$ cat src/rtl/rst_seq_pkg.sv
// Shared definitions for the reset sequencer.
// Contents:
//   seq_state_e : FSM state encoding, also exported on the debug `state` port
//   LOSS_W      : width of the saturating lock-loss counter
//   sat_inc     : saturating increment used for the lock-loss counter
package rst_seq_pkg;

  typedef enum logic [1:0] {
    ST_WAIT_LOCK = 2'd0,
    ST_FILTER    = 2'd1,
    ST_RELEASE   = 2'd2,
    ST_RUN       = 2'd3
  } seq_state_e;

  localparam int LOSS_W = 8;

  // Holds at all-ones instead of wrapping.
  function automatic logic [LOSS_W-1:0] sat_inc(input logic [LOSS_W-1:0] v);
    return (v == '1) ? v : v + LOSS_W'(1);
  endfunction

endpackage

$ cat src/rtl/reset_sequencer_if.sv
// Bundle of the signals exchanged between the reset sequencer and its users.
// Signals:
//   locked   : MMCM LOCKED status, asynchronous to clk
//   rst_out  : per-stage active-high resets, bit 0 releases first
//   ready    : high while every stage is released
//   loss_cnt : saturating count of lock losses seen in RELEASE or RUN
//   state    : current FSM state for debug/LEDs
// Modports: master = the sequencer, slave = the consumer / clock generator side.
interface reset_sequencer_if #(
  parameter int NUM_STAGES = 3
);
  import rst_seq_pkg::*;

  logic                  locked;
  logic [NUM_STAGES-1:0] rst_out;
  logic                  ready;
  logic [LOSS_W-1:0]     loss_cnt;
  logic [1:0]            state;

  modport master (input locked, output rst_out, ready, loss_cnt, state);
  modport slave  (output locked, input rst_out, ready, loss_cnt, state);

endinterface

$ cat src/rtl/sync_2ff.sv
// Generic two-flop synchronizer with synchronous clear.
// Ports:
//   clk : destination clock
//   clr : synchronous active-high clear of both flops
//   d   : asynchronous input
//   q   : synchronized output, two clk edges of latency
module sync_2ff #(
  parameter int WIDTH = 1
) (
  input  logic             clk,
  input  logic             clr,
  input  logic [WIDTH-1:0] d,
  output logic [WIDTH-1:0] q
);

  logic [WIDTH-1:0] meta;

  // NOTE: sequential state uses non-blocking assignments so every flop samples
  // the pre-edge value; blocking here would collapse the two stages into one.
  always_ff @(posedge clk) begin
    if (clr) begin
      meta <= '0;
      q    <= '0;
    end else begin
      meta <= d;
      q    <= meta;
    end
  end

endmodule

$ cat src/rtl/reset_sequencer.sv
// Turns the MMCM's asynchronous LOCKED into ordered, synchronous, active-high
// resets. LOCKED is synchronized, filtered for LOCK_FILT cycles, then the
// stages release one at a time STAGE_GAP cycles apart. Losing lock re-asserts
// every stage at once and bumps a saturating loss counter.
// Ports:
//   clk : 100 MHz MMCM output clock, the only clock
//   rst : synchronous active-high reset, overrides everything
//   seq : master side of reset_sequencer_if (locked in; rst_out, ready,
//         loss_cnt, state out). All outputs are registered.
module reset_sequencer
  import rst_seq_pkg::*;
#(
  parameter int NUM_STAGES = 3,
  parameter int LOCK_FILT  = 16,
  parameter int STAGE_GAP  = 8
) (
  input logic              clk,
  input logic              rst,
  reset_sequencer_if.master seq
);

  localparam int MAX_CNT = (LOCK_FILT > STAGE_GAP) ? LOCK_FILT : STAGE_GAP;
  localparam int CW      = (MAX_CNT > 1) ? $clog2(MAX_CNT) : 1;
  localparam int SW      = (NUM_STAGES > 1) ? $clog2(NUM_STAGES) : 1;

  localparam logic [CW-1:0] FILT_LAST  = CW'(LOCK_FILT - 1);
  localparam logic [CW-1:0] GAP_LAST   = CW'(STAGE_GAP - 1);
  localparam logic [SW-1:0] STAGE_LAST = SW'(NUM_STAGES - 1);

  seq_state_e            state_q;
  logic [CW-1:0]         cnt;
  logic [SW-1:0]         stage;
  logic [NUM_STAGES-1:0] rst_q;
  logic                  ready_q;
  logic [LOSS_W-1:0]     loss_q;
  logic                  locked_s;

  // Only this synchronizer samples the raw LOCKED input.
  sync_2ff #(.WIDTH(1)) u_sync (
    .clk (clk),
    .clr (rst),
    .d   (seq.locked),
    .q   (locked_s)
  );

  always_ff @(posedge clk) begin
    if (rst) begin
      state_q <= ST_WAIT_LOCK;
      rst_q   <= '1;
      ready_q <= 1'b0;
      cnt     <= '0;
      stage   <= '0;
      loss_q  <= '0;
    end else begin
      unique case (state_q)
        ST_WAIT_LOCK: begin
          rst_q   <= '1;
          ready_q <= 1'b0;
          if (locked_s) begin
            state_q <= ST_FILTER;
            cnt     <= '0;
          end
        end

        // A drop here is treated as a glitch and is not counted as a loss.
        ST_FILTER: begin
          if (!locked_s) begin
            state_q <= ST_WAIT_LOCK;
          end else if (cnt == FILT_LAST) begin
            state_q <= ST_RELEASE;
            cnt     <= '0;
            stage   <= '0;
          end else begin
            cnt <= cnt + CW'(1);
          end
        end

        // Lock loss is tested first so it wins over a coincident release.
        ST_RELEASE: begin
          if (!locked_s) begin
            rst_q   <= '1;
            loss_q  <= sat_inc(loss_q);
            state_q <= ST_WAIT_LOCK;
          end else if (cnt == GAP_LAST) begin
            rst_q[stage] <= 1'b0;
            cnt          <= '0;
            if (stage == STAGE_LAST) begin
              state_q <= ST_RUN;
              ready_q <= 1'b1;
            end else begin
              stage <= stage + SW'(1);
            end
          end else begin
            cnt <= cnt + CW'(1);
          end
        end

        ST_RUN: begin
          rst_q   <= '0;
          ready_q <= 1'b1;
          if (!locked_s) begin
            rst_q   <= '1;
            ready_q <= 1'b0;
            loss_q  <= sat_inc(loss_q);
            state_q <= ST_WAIT_LOCK;
          end
        end

        default: state_q <= ST_WAIT_LOCK;
      endcase
    end
  end

  assign seq.rst_out  = rst_q;
  assign seq.ready    = ready_q;
  assign seq.loss_cnt = loss_q;
  assign seq.state    = state_q;

endmodule

$ cat src/flat_wrapper.sv
// flat-port wrapper written by rule: the top's interface ports become plain ports
module reset_sequencer_flat import rst_seq_pkg::*;
#(
  parameter int NUM_STAGES = 3,
  parameter int LOCK_FILT  = 16,
  parameter int STAGE_GAP  = 8
)
  (clk, rst, seq_locked, seq_rst_out, seq_ready, seq_loss_cnt, seq_state);
  reset_sequencer_if #(.NUM_STAGES(NUM_STAGES)) seq_i ();
  input logic clk;
  input logic rst;
  input wire logic [$bits(seq_i.locked)-1:0] seq_locked;
  output wire logic [$bits(seq_i.rst_out)-1:0] seq_rst_out;
  output wire logic [$bits(seq_i.ready)-1:0] seq_ready;
  output wire logic [$bits(seq_i.loss_cnt)-1:0] seq_loss_cnt;
  output wire logic [$bits(seq_i.state)-1:0] seq_state;
  assign seq_i.locked = seq_locked;
  assign seq_rst_out = seq_i.rst_out;
  assign seq_ready = seq_i.ready;
  assign seq_loss_cnt = seq_i.loss_cnt;
  assign seq_state = seq_i.state;
  reset_sequencer #(.NUM_STAGES(NUM_STAGES), .LOCK_FILT(LOCK_FILT), .STAGE_GAP(STAGE_GAP)) u_core (.clk(clk), .rst(rst), .seq(seq_i));
endmodule
$ cat config.mk
export PLATFORM = sky130hd
export DESIGN_NAME = reset_sequencer_flat
export DESIGN_NICKNAME = d
export VERILOG_FILES = /design/src/rtl/rst_seq_pkg.sv /design/src/rtl/reset_sequencer_if.sv /design/src/rtl/sync_2ff.sv /design/src/rtl/reset_sequencer.sv /design/src/flat_wrapper.sv
export SDC_FILE = /design/constraint.sdc
export NUM_CORES = 1
export LEC_CHECK = 0
export BUFFER_PORTS_ARGS = -buffer_cell sky130_fd_sc_hd__buf_2
export CAP_MARGIN = 10
export CORE_MARGIN = 8
export CORE_UTILIZATION = 45
export CTS_BUF_LIST = sky130_fd_sc_hd__clkbuf_2 sky130_fd_sc_hd__clkbuf_4 sky130_fd_sc_hd__clkbuf_8
export DETAILED_ROUTE_END_ITERATION = 16
export GPL_ROUTABILITY_DRIVEN = 1
export PLACE_DENSITY = 0.78
export SLEW_MARGIN = 15
export SYNTH_ARGS = -nofsm -noshare
export SYNTH_HDL_FRONTEND = slang
export SYNTH_SLANG_ARGS = --single-unit
$ cat constraint.sdc
create_clock -name clk -period 1.9 [get_ports clk]
set_input_delay 0.095 -clock clk [delete_from_list [all_inputs] [get_ports clk]]
set_output_delay 0.095 -clock clk [all_outputs]
set_load 0.01 [all_outputs]
==> results of run 1 <==
==> worst max path at each step <==
stage	from	endpoint	slack, ns	cells past startpoint
floorplan	u_core.seq.state[0]	u_core.stage[1]	0.02	7
global placement	u_core.seq.state[1]	u_core.stage[1]	0.05	6
detailed placement	u_core.seq.state[1]	u_core.cnt[3]	-0.02	7
CTS	u_core.seq.state[1]	u_core.cnt[3]	0.004	7
global route	u_core.seq.state[1]	u_core.cnt[1]	-0.02	8
finish	u_core.seq.state[1]	u_core.cnt[3]	0.06	7
==> synth_stat cells, types with 2 or more instances <==
cell type and instances:
o21ai_0 7, nand2_1 10, nand3b_1 2, nor3_1 5
or3_1 2, nor2b_1 4, nor2_1 14, nand3_1 8
a211oi_1 4, xnor2_1 2, o2111ai_1 2, clkbuf_1 4
a21oi_1 11, dfxtp_1 22, o21bai_1 2, or4_1 2
inv_1 9, nand2b_1 2, ha_1 12
==> cell type report <==
| cell class | count | area [um2] |
|---|---|---|
| inverters | 9 | 33.8 |
| multi-input cells | 110 | 776 |
| fillers | 254 | 1160 |
| flip-flops and latches | 22 | 447 |
| well taps | 31 | 38.8 |
| clock buffers | 4 | 36.3 |
| repair buffers | 28 | 173 |
==> per-stage QoR <==
step / hold WS (ns) / power, mW / util [%] / worst slack [ns]
detailed placement: 0.309 / 0.623 / 52.1 / -0.0242
floorplan: 0.223 / 0.577 / - / 0.0162
CTS: 0.158 / 0.884 / 54.3 / 0.00397
global placement: 0.308 / 0.613 / 52.1 / 0.0549
finish: 0.169 / 0.898 / 56.5 / 0.0581
global route: 0.178 / 0.938 / 56.5 / -0.0232
==> what timing repair did <==
item | in CTS | in global routing
buffers inserted | 1 | 2
hold endpoints to repair | 1 | 0
gates resized for setup | 2 | 11
setup endpoints to repair | 3 | 10
pin swaps | 1 | 0
hold buffers | 1 | 0
==> cells by family after synthesis <==
family / after synthesis / synth area share, %
and+or+nand+nor: 57 / 24.1
AOI/OAI and AO/OA: 36 / 19.3
DFF: 22 / 36.0
buffers and inverters: 14 / 4.40
adders and majority gates: 12 / 12.3
xor gates and xnor gates: 3 / 2.15
muxes: 2 / 1.74
==> sequential cells by signal (all words and copies together), names as in the netlist <==
signal / flops
u_core.u_sync.meta: 1
u_core.cnt: 4
u_core.seq.loss_cnt: 8
u_core.seq.rst_out: 3
u_core.seq.state: 2
u_core.stage: 2
u_core.seq.ready: 1
u_core.u_sync.q: 1
==> report_power, final <==
part	internal, mW	leakage, nW	switching [mW]
sequential	0.475	0.180	0.0127
combinational	0.0612	0.373	0.0831
clock	0.117	0.0210	0.149
total	0.653	0.574	0.244
==> routing by layer <==
layer  wire length [um]  global-route usage, %  vias up
li1                   -                      -      576
met1               1320                   14.6      549
met2               1540                   24.0       29
met3                138                   2.13        4
met4                 24                   4.86        0
met5                  0                      0        -
==> critical path, cell delays in order, from the launching register on <==
cell	delay (ns)
dfxtp_4	0.38
inv_1	0.05
buf_4	0.14
ha_1	0.28
o21ai_2	0.07
a41o_1	0.22
or4_1	0.52
a21oi_2	0.13
==> run metrics, run 1 <==
register area share after synthesis=36.0%; Die Ht=68.1 um; Worst R2R Start=u_core.seq.state[1]; Post-Route WL=3030 um; Final Non-Filler Cells=204; drt pass-1 iters=4; share of the synthesized area in the top cell type=36.0%; Synth Area per Inst=8.37 um2; Crit Path Category=flip-flop to flip-flop; grt ovf=0; # IOs=17; max cap viols=0; largest net degree at the start of global routing=21; Buffers on Ports=16; FMAX=543 MHz; die area=0.00464 mm2; most common cell after layout, fill and taps aside=dfxtp_1; design area=0.00150 mm2; first-pass GRT wire length=4840 um; Core Region=0.00266 mm2; slew margin rel.=67.0%; Top FF cell, synth=dfxtp_1; Synth Net Count=161; Clk Latency, worst-skew pair=0.31 ns; H-tree Lvls=1; clock slew at reported path FFs=0.13 ns; layout cells sized above 1=28.3%; Worst Path Max Fanout=3; WL per Instance=14.8 um; Crit. End Element=flip-flop; # rows=19; r2r setup slk=0.06 ns; clk buf depth=2; chip width=68.1 um; synthesized flop and latch total=22; DR DRC count=0; GRT Resource Usage Total=13.1%; hold endpoint=u_core.seq.loss_cnt[3]; CTS tree=built; required time worst endpoint=2.15 ns; Placed Area=0.00139 mm2; Yosys top cell by area=dfxtp_1; most frequent cells in the layout=dfxtp_1 (19), buf_2 (16), nor2_1 (14), buf_4 (11); DP Cell Count=196; EDFF count, synth=0; Critical Path Source Type=flip-flop; Detail Route Antenna Nets=0; initial core utilization=45.9%; Tightest Pin Transition=0.483 ns; vias after detailed routing=1158; post-route minimum period=1.84 ns; RePlAce Congestion=0.823; max-slew violation count=0; Hold Crit Depth=2; initial antenna violation count=0; Final setup viols=0; async set-reset flop share out of synthesis=0%; Layout area overhead=23.0%; reg2reg path depth=7; antenna cells=0; synth top area cells=dfxtp_1 (36%), ha_1 (12%), a21oi_1 (4.5%); Pleak=0.574 nW; hold path start=rst; Yosys cell types=41; Pwr Density=597 mW/mm2; Final Hold Viols=0; ratio of final minimum period to clock period=96.9%; synth warn=0; cts bufs inserted=3; worst min-delay path class=input port to flip-flop; Post-DP HPWL=2150 um; Vias/cell=5.68; Max VDD drop=0.525 mV; vias in the first global route=1158; Initial DRC Count=65; Root Buffer=clkbuf_4; clk sinks=22; Worst EP arrival=2.10 ns; cell count after synthesis=146; nets=189; outcome=completed; Cell Area, Synth=0.00122 mm2; skew final=0.00219 ns; setup total negative slack=0 ns; reg2reg end=u_core.cnt[3]
(Power assumes the default switching activity.)
==> inputs of run 2 (changes only) <==
--- a/config.mk
+++ b/config.mk
@@ -13,6 +13,7 @@
 export DETAILED_ROUTE_END_ITERATION = 16
 export GPL_ROUTABILITY_DRIVEN = 1
 export PLACE_DENSITY = 0.78
+export REMOVE_ABC_BUFFERS = 1
 export SLEW_MARGIN = 15
 export SYNTH_ARGS = -nofsm -noshare
 export SYNTH_HDL_FRONTEND = slang
==> run 2 against run 1 <==
Net effect:
- power shrank 2.9%
- sequential cell count is the same
- clock skew is essentially flat
- worst setup slack gained 0.012 ns
- clock power shrank 4%
- sequential share of layout area grew 0.58 points
- via count shrank 2.8%
- worst hold slack gained 0.0074 ns
- combinational power shrank 9.7%
- critical path type unchanged
- largest power group unchanged
==> run metrics, run 2 (same netlist as run 1, synthesis figures left out) <==
Initial DRC Count=31 (-52%); ratio of final minimum period to clock period=96.3% (-0.62 points); initial core utilization=45.9% (unchanged); Layout area overhead=20.7%; Worst Path Max Fanout=4 (+1); nets=188 (-0.53%); skew final=0.00204 ns (-0.000150 ns); total power=872 uW (-2.9%); drt pass-1 iters=5 (+1); # IOs=17 (unchanged); final core occ=55.4% (-1.1 points); layout cells sized above 1=26.2% (-2.2 points); grt ovf=0 (unchanged); antenna cells=0 (unchanged); Crit Path Category=flip-flop to flip-flop; max-slew violation count=0 (unchanged); chip width=68.1 um (unchanged); most frequent cells in the layout=dfxtp_1 (19), buf_2 (16), nor2_1 (14), ha_1 (11); Crit. End Element=flip-flop; die area=0.00464 mm2 (unchanged); Post-Route WL=2710 um (-10%); Final Hold Viols=0 (unchanged); Logic pwr share=14.9% (-1.2 points); most common cell after layout, fill and taps aside=dfxtp_1; CTS tree=built; Die Ht=68.1 um (unchanged); Root Buffer=clkbuf_4; RSZ-0062 raised after global routing=true; vias in the first global route=1044 (-9.8%); initial antenna violation count=0 (unchanged); # rows=19 (unchanged); final hold slack=0.176 ns (+0.00737 ns); Vias/cell=5.55 (-2.3%); Pleak=0.571 nW (-0.62%); vias after detailed routing=1126 (-2.8%); worst min-delay path class=input port to flip-flop; met2 Usage GRT=20.5% (-3.5 points); DR DRC count=0 (unchanged); met3 GRT Util=2.62% (+0.49 points); Post-DP HPWL=1940 um (-9.8%); Max VDD drop=0.337 mV (-36%); internal cell power=649 uW (-0.67%); met1 Resource Use GR=15.2% (+0.55 points); hold path start=rst; sequential share of power=55.8% (+1.5 points); design area=0.00148 mm2 (-1.9%); Clk pwr share=29.3% (-0.3 points); Crit. Startpoint=u_core.seq.state[1]; switching pwr=223 uW (-8.7%); Buffers on Ports=16 (unchanged); Worst R2R Start=u_core.seq.state[1]; H-tree Lvls=1 (unchanged); post-route minimum period=1.83 ns (-0.0118 ns); max cap viols=0 (unchanged); switching share of power=25.6% (-1.6 points); clk sinks=22 (unchanged); Detail Route Antenna Nets=0 (unchanged); RePlAce Congestion=0.842 (+2.2%); FMAX=546 MHz (+0.65%); clock slew at reported path FFs=0.12 ns (about the same); Worst EP arrival=2.08 ns (-0.02 ns); Largest register FFs=8 (unchanged); Core Region=0.00266 mm2 (unchanged); Placed Area=0.00138 mm2 (-0.36%); Clk Latency, worst-skew pair=0.30 ns (about the same); GRT Resource Usage Total=12.3% (-0.75 points); Pwr Density=591 mW/mm2 (-0.98%); WL per Instance=13.4 um (-10%); Tightest Pin Transition=0.534 ns (+0.0510 ns); cts bufs inserted=3 (unchanged); setup total negative slack=0 ns (unchanged); outcome=completed; largest net degree at the start of global routing=21 (unchanged); required time worst endpoint=2.15 ns (about the same); busiest grt layer=met2; Final setup viols=0 (unchanged); slew margin rel.=64.3% (-2.7 points); first-pass GRT wire length=4540 um (-6.1%); clk buf depth=2 (unchanged); Critical Path Source Type=flip-flop
run 2: worst paths after layout:
kind | endpoint | slack [ns] | depth (start not counted)
max | u_core.cnt[3] | 0.07 | 7
min | u_core.seq.loss_cnt[5] | 0.18 | 2
max reg2reg | u_core.cnt[3] | 0.07 | 7
min reg2reg | u_core.seq.rst_out[2] | 0.47 | 2
run 2: cell type report:
cell class | count | area [um2]
Tap cell | 31 | 38.8
Clock buffer | 4 | 36.3
Timing Repair Buffer | 27 | 165
Multi-Input combinational cell | 110 | 754
Sequential cell | 22 | 447
Inverter | 9 | 33.8
Fill cell | 268 | 1190
run 2: worst max-delay path, cell delays in order (launching register included):
cell and delay (ns):
dfxtp_4 0.38, inv_1 0.05, buf_4 0.14, ha_1 0.26, o21ai_1 0.09, a41o_1 0.23, or4_1 0.51, a21oi_1 0.12
run 2: metal layers:
metal | up-vias | wire length [um] | part of all wire, %
met5 | - | 0 | 0
met4 | 0 | 31 | 1.1
met2 | 28 | 1290 | 48
li1 | 572 | - | -
met3 | 4 | 126 | 4.6
met1 | 522 | 1260 | 46
run 2: power groups by stage:
stage          clock network, mW  logic (mW)  registers, mW
4_1_cts                    0.267       0.125          0.487
3_3_place_gp                   0       0.121          0.496
2_1_floorplan                  0      0.0694          0.502
6_report                   0.256       0.130          0.487
5_1_grt                    0.282       0.147          0.489
3_5_place_dp                   0       0.123          0.497
run 2: what timing repair did:
action,4_1_cts,5_1_grt
pin swaps,0,3
gates resized for setup,3,9
buffers inserted,0,2
endpoints found under the setup margin,2,7
hold buffers,1,0
hold endpoints to repair,1,0
run 2: per-stage QoR:
step	instances	worst slack (ns)
floorplan	141	-0.136
global placement	196	0.0522
detailed placement	196	0.00812
CTS	201	0.0173
global route	203	-0.0236
finish	203	0.0699
